--- src/rtl/calc_pkg.sv ---
// Shared types and constants for the calculator's binary-to-BCD display path.
package calc_pkg;

  typedef enum logic [1:0] {
    IDLE,
    SHIFT,
    LOAD
  } state_t;

  localparam int BIN_W        = 16;
  localparam int DIGIT_W      = 4;
  localparam int NUM_DIGITS   = 5;
  localparam int ACC_W        = DIGIT_W * NUM_DIGITS;
  localparam int DISP_W       = 16;
  localparam int SHIFT_CYCLES = 16;
  localparam int CNT_W        = 5;
  localparam int MAX_DISPLAY  = 9999;

endpackage

--- src/rtl/bcd_digit_adj.sv ---
// Double-dabble correction cell: adds 3 to a BCD digit of 5 or more so that
// the following left shift carries correctly into the next decimal digit.
module bcd_digit_adj
  import calc_pkg::*;
(
  input  logic [DIGIT_W-1:0] digit,
  output logic [DIGIT_W-1:0] adj
);

  always_comb begin
    if (digit >= DIGIT_W'(5)) adj = digit + DIGIT_W'(3);
    else                      adj = digit;
  end

endmodule

--- src/rtl/bin_to_bcd_seq.sv ---
// Sequential 16-bit binary to packed BCD converter, one shift-and-add-3 step
// per cycle; the output register holds the last full result for the display.
//
// state | meaning
// IDLE  | waiting for start, bcd_out holds last result
// SHIFT | 16 adjust-and-shift iterations
// LOAD  | publish accumulator to bcd_out/overflow, pulse done
module bin_to_bcd_seq
  import calc_pkg::*;
(
  input  logic        clk,
  input  logic        clr,
  input  logic        start,
  input  logic [15:0] bin_in,
  output logic        busy,
  output logic        done,
  output logic [15:0] bcd_out,
  output logic        overflow
);

  state_t             state;
  state_t             state_nxt;
  logic [BIN_W-1:0]   shreg;
  logic [ACC_W-1:0]   acc;
  logic [ACC_W-1:0]   acc_adj;
  logic [CNT_W-1:0]   cnt;
  logic               last_shift;
  logic               unused_top_carry;

  assign last_shift = (cnt == CNT_W'(SHIFT_CYCLES - 1));

  // A 16-bit input never reaches 100000, so the top digit's MSB is never shifted out.
  assign unused_top_carry = acc_adj[ACC_W-1];

  for (genvar i = 0; i < NUM_DIGITS; i++) begin : g_adj
    bcd_digit_adj u_adj (
      .digit (acc[i*DIGIT_W +: DIGIT_W]),
      .adj   (acc_adj[i*DIGIT_W +: DIGIT_W])
    );
  end

  always_ff @(posedge clk) begin
    if (clr) state <= IDLE;
    else     state <= state_nxt;
  end

  always_comb begin
    state_nxt = state;
    case (state)
      IDLE:    if (start) state_nxt = SHIFT;
      SHIFT:   if (last_shift) state_nxt = LOAD;
      LOAD:    state_nxt = IDLE;
      default: state_nxt = IDLE;
    endcase
  end

  always_ff @(posedge clk) begin
    if (clr) begin
      shreg    <= '0;
      acc      <= '0;
      cnt      <= '0;
      busy     <= 1'b0;
      done     <= 1'b0;
      bcd_out  <= '0;
      overflow <= 1'b0;
    end else begin
      done <= 1'b0;
      case (state)
        IDLE: begin
          if (start) begin
            shreg <= bin_in;
            acc   <= '0;
            cnt   <= '0;
            busy  <= 1'b1;
          end
        end
        SHIFT: begin
          acc   <= {acc_adj[ACC_W-2:0], shreg[BIN_W-1]};
          shreg <= {shreg[BIN_W-2:0], 1'b0};
          cnt   <= cnt + CNT_W'(1);
        end
        LOAD: begin
          bcd_out  <= acc[DISP_W-1:0];
          overflow <= (acc[ACC_W-1 -: DIGIT_W] != '0);
          done     <= 1'b1;
          busy     <= 1'b0;
        end
        default: begin
          busy <= 1'b0;
        end
      endcase
    end
  end

endmodule

--- config.mk ---
export PLATFORM = sky130hd
export DESIGN_NAME = bin_to_bcd_seq
export DESIGN_NICKNAME = d
export VERILOG_FILES = /design/src/rtl/calc_pkg.sv /design/src/rtl/bcd_digit_adj.sv /design/src/rtl/bin_to_bcd_seq.sv
export SDC_FILE = /design/constraint.sdc
export NUM_CORES = 1
export LEC_CHECK = 0
export ABC_CLOCK_PERIOD_IN_PS = 1400
export BUFFER_PORTS_ARGS = -buffer_cell sky130_fd_sc_hd__buf_2
export CORE_MARGIN = 1
export CORE_UTILIZATION = 44
export DETAILED_ROUTE_END_ITERATION = 10
export PLACE_DENSITY_LB_ADDON = 0.05
export SETUP_SLACK_MARGIN = 0.3
export SLEW_MARGIN = 20
export SYNTH_ARGS = -nofsm -noshare
export SYNTH_HDL_FRONTEND = slang
export SYNTH_HIERARCHICAL = 1
export SYNTH_SLANG_ARGS = --single-unit
--- constraint.sdc ---
create_clock -name clk -period 1.4 [get_ports clk]
set_clock_uncertainty 0.2 [all_clocks]
set_input_delay 0.07 -clock clk [delete_from_list [all_inputs] [get_ports clk]]
set_output_delay 0.07 -clock clk [all_outputs]
set_load 0.02 [all_outputs]
Word level (Yosys, flattened, before mapping)
Index checks and enable logic that the tools add are counted.
- output and inout port bits: 19
- word-level logic and storage cells: 48
- input bits: 19
- register bits: 62
- reduce and logical (&&, ||, !) cells: 6
- eq/ne operators: 5
- bitwise gates (word level): 1
- multiplexer cells: 17
- add/subtract/negate cells: 6
- order comparisons: 5
- operators by type and width (cell ; count):
    $pmux W20 S2 ; 1
    $pmux W16 S2 ; 1
    $ge A4 B3 Y1 const B ; 5
    $mux W20 ; 1
    $add A4 B2 Y4 const B ; 4
    $mux W16 ; 1
    $mux W4 ; 4
    $pmux W5 S2 ; 1
    $reduce_and A2 Y1 ; 3
    $add A5 B1 Y5 const B ; 1
    $eq A5 B4 Y1 const B ; 1
    $mux W5 ; 1
    $mux W2 ; 2
    $ne A2 B2 Y1 const B ; 2
    $pmux W2 S2 ; 1
    $reduce_bool A4 Y1 ; 1
    $add A3 B2 Y3 const B ; 1
    $mux W3 ; 1
    $eq A2 B1 Y1 const B ; 1
    $eq A2 B2 Y1 const B ; 1
    $logic_not A2 Y1 ; 1
    $mux W1 ; 2
    $pmux W1 S2 ; 1
    $reduce_bool A2 Y1 ; 1
    $not A1 Y1 ; 1

Logic depth before layout (Yosys ltp)
Gate-level depths: netlist of the first run.
- depth after elaboration: 3
- mapped depth: 6
- depth with buffers taken out: 6

Hierarchy
The synthesis of the first run kept the hierarchy.
- modules (own cells, without submodules) (module ; times used ; sequential area each (um^2) ; cells each ; area an instance (um^2)):
    bin_to_bcd_seq ; 1 ; 1241.2 ; 251 ; 2358.5
    bcd_digit_adj ; 5 ; 0.0 ; 16 ; 101.3

Worst setup path before layout of the first run
Ideal clock, no wire load.
- path type: register to register
- start point: register acc[17]
- end point: register acc[18]
- clock period less this slack: 1500 ps
- slack: -100 ps
- buffers on the path: 0
- setup time: 117 ps
- data required time: 1083 ps
- arrival: 1183 ps
- stages on the path, launching flop included: 7
- cells stage by stage: dfxtp_1 > inv_1 > ha_1 > nand2b_1 > a21oi_2 > mux2i_1 > a22o_1
- cells in the longest elaborated chain, start to end: 3
- elaborated cells between the ends (all ways): 4
- classes of those cells: 1 x add/sub; 1 x order compare; 2 x mux
- ends and longest elaborated chain (what ; line ; RTL):
    start: declaration ; bin_to_bcd_seq.sv:24 ; logic [ACC_W-1:0] acc;
    start signal: assignment ; bin_to_bcd_seq.sv:78 ; acc <= {acc_adj[ACC_W-2:0], shreg[BIN_W-1]};
    $ge A4 B3 Y1 / $add A3 B2 Y3 (equally long branches) ; bcd_digit_adj.sv:11 ; if (digit >= DIGIT_W'(5)) adj = digit + DIGIT_W'(3);
    $mux W3 * ; bcd_digit_adj.sv:11 ;
    via acc_adj[17] ; bin_to_bcd_seq.sv:25 ; logic [ACC_W-1:0] acc_adj;
    $pmux W20 S2 * ; bin_to_bcd_seq.sv:68 ; case (state)
The timed path passes the listed nets; every way through them passes the cells marked *.
A chain may end at the register's enable or synchronous reset.

Worst setup path after layout of the first run
- start point: register cnt[1]
- end point: register cnt[4]
- cells in the longest elaborated chain, start to end: 2
- ends and longest elaborated chain (what ; line ; RTL):
    start: declaration ; bin_to_bcd_seq.sv:26 ; logic [CNT_W-1:0] cnt;
    start signal: assignment ; bin_to_bcd_seq.sv:80 ; cnt <= cnt + CNT_W'(1);
    $add A5 B1 Y5 ; bin_to_bcd_seq.sv:80 ;
    $pmux W5 S2 ; bin_to_bcd_seq.sv:68 ;
No other way between the ends.

==> run summary, run 1 <==
- **data arrival time of the critical path** 1.51 ns
- **Critical R2R Capture** cnt[4]
- **f_max** 0.674 GHz
- **residual antenna-violating net count after detailed routing** 0
- **r2r worst-path depth** 5
- **clock sink total** 62
- **worst hold path class** input pin to register
- **post-placement worst setup slack** -0.0990 ns
- **final setup violating endpoints** 17
- **met2 WL post-DR** 4700 um
- **DRC violations left** 0
- **placed wire-length estimate** 3920 um
- **RSZ-0062 raised after global routing** true
- **Post-layout nets** 463
- **internal portion of total power** 0.00323 W
- **Slew Viols, Final** 0
- **Top delay family on crit path** adder cells
- **clock root buffer** clkbuf_8
- **Clock Latency Late Sink** 0.34 ns
- **via count** 2848
- **CTS tree** yes
- **CTS buffer count** 9
- **switching power as a share of total power** 25.3%
- **CP max-delay cell** dfxtp_4
- **ant diodes** 0
- **power per cell area** 867 nW/um^2
- **maximum clock insertion buffer count** 2
- **clock transition at the registers of the reported paths** 0.07 ns
- **final weighted congestion in routability-driven placement** 0.772
- **leakage power of the design** 2.03 nW
- **Req. time, crit path** 1.43 ns
- **row count** 28
- **outcome** finished with violations
- **CP dominant cell by count** ha_4
- **area of all placed cells without fillers** 4990 sq um
- **Psw** 0.00109 W
- **relative contribution of the clock network to total power** 41.5%
- **Worst path max stage delay** 0.36 ns
- **number of top-level design ports** 38
- **layout cells sized above 1** 62.5%
- **Final period util** 106%
- **Min-Delay Startpoint** clr
- **CTS HTree Levels** 3
- **post-route minimum period** 1.48 ns
- **initial core utilization** 46.9%
- **worst-case register-to-register setup slack** -0.08 ns
- **largest net degree at the start of global routing** 30
- **highest metal layer used by the detailed router** met4
- **number of antenna violations at the first check in global routing** 0
- **worst slew margin relative to its limit** 66.9%
- **chip height** 82.4 um
- **worst setup margin** -0.0846 ns
- **Worst Setup End Kind** register
- **core region area** 6060 sq um
- **met3 layer wire length in the routed design** 337 um
- **post-detailed-placement cell area** 3420 sq um
- **violated checks** negative setup slack
- **number of hold-slack violations in the final timing report** 0
- **worst ir drop on vdd** 0.000610 V
- **gate count of the mapped netlist** 327
- **Avg Synthesized Cell Area** 8.70 sq um
- **Crit Reg-Reg Startpoint** cnt[1]
- **actual transition at the worst max-transition pin** 0.497 ns
- **Crit Path Class** register to register
- **Die Outline Area** 6790 sq um
- **number of buffer cells added on primary ports** 37
- **critical-path cell list** ha_4 -> and3_4 -> ha_4 -> inv_2 -> a22o_1
- **post-detailed-route via-to-cell ratio** 5.56
- **Worst Path Max Fanout** 3
- **Worst Setup Start Kind** register
- **total detailed-routing wirelength** 9120 um
- **global-route wire length before repair** 13300 um
- **die boundary width** 82.4 um
- **vias in the first global route** 2751
- **sum of buffers and inverters on the critical path** 1
- **drt first-iter violations** 131
- **Sequential Power Share** 43.5%
- **Detailed Routing Iterations Pass 1** 4
- **Post-Syn Nets** 358
- **total global routing overflow** 0
- **combinational group share of total power** 15.0%
- **endpoint with the worst hold slack** bcd_out[10]
- **combined area of all synthesized cells** 2850 sq um
- **gr usage total** 27.0%
- **max-cap violation count** 0
- **number of stages on the worst hold path** 3
- **average wire per standard cell** 17.8 um
- **detailed-route wire length on metal 1** 3850 um
- **P&R area growth vs syn** 75.4%
- **number of warning messages in the yosys log** 6
==> timing repair <==
| item | 4_1_cts | 5_1_grt |
|---|---|---|
| cloned | 12 | 0 |
| buffers inserted | 18 | 5 |
| endpoints found under the hold margin | 16 | 0 |
| pin swaps | 47 | 18 |
| endpoints found under the setup margin | 80 | 79 |
| gates resized for setup | 139 | 80 |
| hold buffers | 16 | 0 |
==> power by group through the flow <==
stage / logic, W / registers (W) / clock network [W]
floorplan: 0.000236 / 0.00189 / 0
global placement: 0.000303 / 0.00189 / 0
detailed placement: 0.000306 / 0.00189 / 0
CTS: 0.000581 / 0.00188 / 0.00180
global route: 0.000684 / 0.00188 / 0.00189
finish: 0.000649 / 0.00188 / 0.00180
==> per-stage QoR <==
step	util [%]	setup TNS, ns	cells	hold slack, ns	total power [W]
final	82.3	-0.620	512	0.0625	0.00432
after detailed placement	56.4	-1.95	445	0.233	0.00220
after CTS	77.0	-0.299	507	0.0268	0.00426
after global routing	82.3	-2.09	512	0.0748	0.00446
after floorplan	-	-0.00569	327	0.104	0.00212
after global placement	56.4	-1.96	445	0.213	0.00219
==> area by class of cell <==
| type | count | area [sq um] |
|---|---|---|
| Multi-Input combinational cell | 232 | 2100 |
| Sequential cell | 62 | 1300 |
| Timing Repair Buffer | 112 | 1210 |
| Fill cell | 340 | 1070 |
| Clock buffer | 14 | 194 |
| Tap cell | 75 | 93.8 |
| Inverter | 15 | 63.8 |
| Clock inverter | 2 | 35.0 |
==> flip-flops by register name, indices dropped and copies added, names as in the netlist <==
register  flops
acc          20
bcd_out      16
busy          1
cnt           5
done          1
overflow      1
shreg        16
state         2
==> placed cells by master, fill, tap and decap left out, drive strengths merged, types with 2 or more instances in the layout <==
cell type and count:
dlygate4sd3 16, o22ai 3, nor2b 3, buf 95, dfxtp 62, clkbuf 15, nor3b 3, nand3 2
mux2i 5, nand2 55, a22o 22, a211oi 16, ha 12, inv 15, nor2 36, o2bb2ai 12
o21ai 11, nand2b 13, xnor2 5, a21oi 25
==> worst max-delay path by stage <==
stage                        start      end  slack, ns  depth (start not counted)
after global routing       acc[17]  acc[18]      -0.14                          6
final                       cnt[1]   cnt[4]      -0.08                          5
after CTS                  acc[13]  acc[14]      -0.05                          6
after floorplan             cnt[0]   cnt[4]     -0.006                          5
after global placement    state[0]   acc[5]       -0.1                          3
after detailed placement  state[0]  acc[13]       -0.1                          3
==> worst min-delay path: cells and delay by family <==
kind,cells,cell delay (ns)
buffers and inverters,2,0.39
AOI/OAI and AO/OA,1,0.10
==> metal layers <==
| metal | GRT usage, % | vias to the layer above |
|---|---|---|
| met5 | 0 | - |
| met4 | 15.6 | 0 |
| met3 | 4.51 | 23 |
| met2 | 46.5 | 69 |
| met1 | 31.5 | 1403 |
| li1 | - | 1353 |
Note: power is estimated with default switching activity, not from simulation.
==> inputs of run 2 (changes only) <==
CORE_UTILIZATION = 51   (was 44)
GPL_ROUTABILITY_DRIVEN = 0   (was not set)
==> run 2 against run 1 <==
The run ends with negative hold slack, negative setup slack left. Global-route usage is 4.8 points higher. Largest power group unchanged. Count of clock-buffer cells in the layout fell by 1. Register-to-register slack got worse by 0.22 ns. Clock power down 6%. Final cell count is 0.20% higher. Routed wire length increased by 35%. Largest cell class unchanged. Non-clock buffer count rose by 6.
==> run summary, run 2 (synthesis results as in run 1) <==
- **final cell count without fillers** 513
- **number of buffer cells added on primary ports** 37
- **actual transition at the worst max-transition pin** 0.505 ns
- **r2r worst-path depth** 5
- **worst ir drop on vdd** 0.000737 V
- **cts hold-fix bufs** 17
- **top flop regs** acc x20, bcd_out x16, shreg x16
- **outcome** finished with violations
- **met2 track demand over resource** 58.2%
- **total global routing overflow** 0
- **total detailed-routing wirelength** 12300 um
- **worst setup margin** -0.305 ns
- **Slew Viols, Final** 0
- **number of antenna violations at the first check in global routing** 0
- **GR met1 Demand/Resource** 35.2%
- **Detailed Routing Iterations Pass 1** 5
- **chip height** 76.7 um
- **violated checks** negative hold slack, negative setup slack
- **P&R area growth vs syn** 73.2%
- **f_max** 0.587 GHz
- **Die Outline Area** 5880 sq um
- **overall power after layout** 0.00421 W
- **drt first-iter violations** 350
- **Req. time, crit path** 1.42 ns
- **RSZ-0062 raised after global routing** true
- **worst-case register-to-register setup slack** -0.30 ns
- **placed instance count** 442
- **clock sink total** 62
- **most common cell after layout, fill and taps aside** nand2_1
- **Worst Hold Slack** -0.0305 ns
- **data arrival time of the critical path** 1.73 ns
- **average wire per standard cell** 23.9 um
- **ant diodes** 0
- **layout cells sized above 1** 59.8%
- **Crit Reg-Reg Startpoint** state[0]
- **largest net degree at the start of global routing** 21
- **Worst Path Max Fanout** 11
- **number of flip-flops in the largest register** 20
- **worst slew margin relative to its limit** 65.9%
- **Worst Setup End Kind** register
- **Crit Path Class** register to register
- **clock root buffer** clkbuf_8
- **Critical R2R Capture** shreg[1]
- **residual antenna-violating net count after detailed routing** 0
- **post-route minimum period** 1.70 ns
- **gr usage total** 31.9%
- **number of stages on the worst hold path** 3
- **CTS tree** yes
- **clock transition at the registers of the reported paths** 0.08 ns
- **post-detailed-route via-to-cell ratio** 6.27
- **Final period util** 122%
- **max-cap violation count** 0
- **Post-layout nets** 469
- **worst setup path start** state[0]
- **vias in the first global route** 2975
- **DRC violations left** 0
- **worst hold path class** input pin to register
- **grt peak-use layer** met2
- **met3 demand-to-capacity share in global routing** 5.60%
- **Worst Setup Start Kind** register
- **largest register by flop count** acc
- **endpoint with the worst hold slack** busy
- **row count** 26
- **CTS HTree Levels** 3
- **initial core utilization** 54.3%
- **Min-Delay Startpoint** start
- **global-route wire length before repair** 14400 um
- **placed wire-length estimate** 4030 um
- **via count** 3217
- **leakage power of the design** 1.98 nW
- **die boundary width** 76.7 um
- **Clock Latency Late Sink** 0.35 ns
- **commonest non-fill, non-tap cells in the layout** nand2_1 (40), buf_4 (34), buf_6 (32)
- **CTS buffer count** 9
- **number of top-level design ports** 38
- **core region area** 5240 sq um
- **power per cell area** 855 nW/um^2
- **final setup violating endpoints** 46
- **number of hold-slack violations in the final timing report** 1
- **maximum clock insertion buffer count** 2
## run 2: cell count changes in the layout (fill, tap and decap cells not counted), sizes merged
cell	previous run	this run
buf	95	100
dlygate4sd3	16	17
nand2b	13	14
inv	15	16
nor2	36	35
clkbuf	15	14
## run 2: power by group
group / internal [W] / switching (W) / leakage [nW]
sequential: 0.00181 / 0.0000680 / 0.522
clock: 0.000920 / 0.000765 / 0.104
combinational: 0.000327 / 0.000320 / 1.36
total: 0.00306 / 0.00115 / 1.98
## run 2: routing by layer
metal	up-vias	share of wire [%]	wire length, um
met5	-	0	0
met4	0	6.6	811
met3	86	7.5	922
met2	223	49	6010
met1	1544	37	4520
li1	1364	-	-
## run 2: worst max path at each step
stage	slack, ns	to
detailed placement	-0.05	acc[2]
CTS	-0.06	acc[1]
global placement	-0.02	acc[17]
global route	-0.31	shreg[1]
finish	-0.30	shreg[1]
floorplan	-0.006	cnt[4]
## run 2: area by class of cell
class / instances / area (sq um)
fill: 149 / 310
inverter: 15 / 71.3
timing repair buffer: 118 / 1220
tap: 70 / 87.6
clock inverter: 3 / 41.3
multi-input combinational: 232 / 2050
clock buffer: 13 / 159
sequential: 62 / 1290
## run 2: repair_timing
action | CTS | global route
endpoints found under the setup margin | 78 | 81
setup buffers | 16 | 12
endpoints found under the hold margin | 22 | 1
cloned | 7 | 3
resized for setup | 127 | 78
pin swaps | 48 | 30
## run 2: per-stage QoR
step | setup TNS [ns] | utilization [%] | setup WS (ns) | area [sq um] | hold WS [ns]
after detailed placement | -0.322 | 65.6 | -0.0538 | 3440 | 0.214
after global placement | -0.0590 | 65.6 | -0.0167 | 3440 | 0.207
after floorplan | -0.00569 | - | -0.00569 | 3090 | 0.104
after global routing | -4.64 | 94.1 | -0.310 | 4930 | -0.0277
final | -3.15 | 94.1 | -0.305 | 4930 | -0.0305
after CTS | -0.446 | 85.2 | -0.0566 | 4460 | -0.0737
## run 2: worst max-delay path: stages, from the launching register on
cell and delay, ns:
dfxtp_4 0.38, buf_6 0.13, buf_8 0.14, nor2_1 0.32, o2bb2ai_1 0.29, a211oi_2 0.12
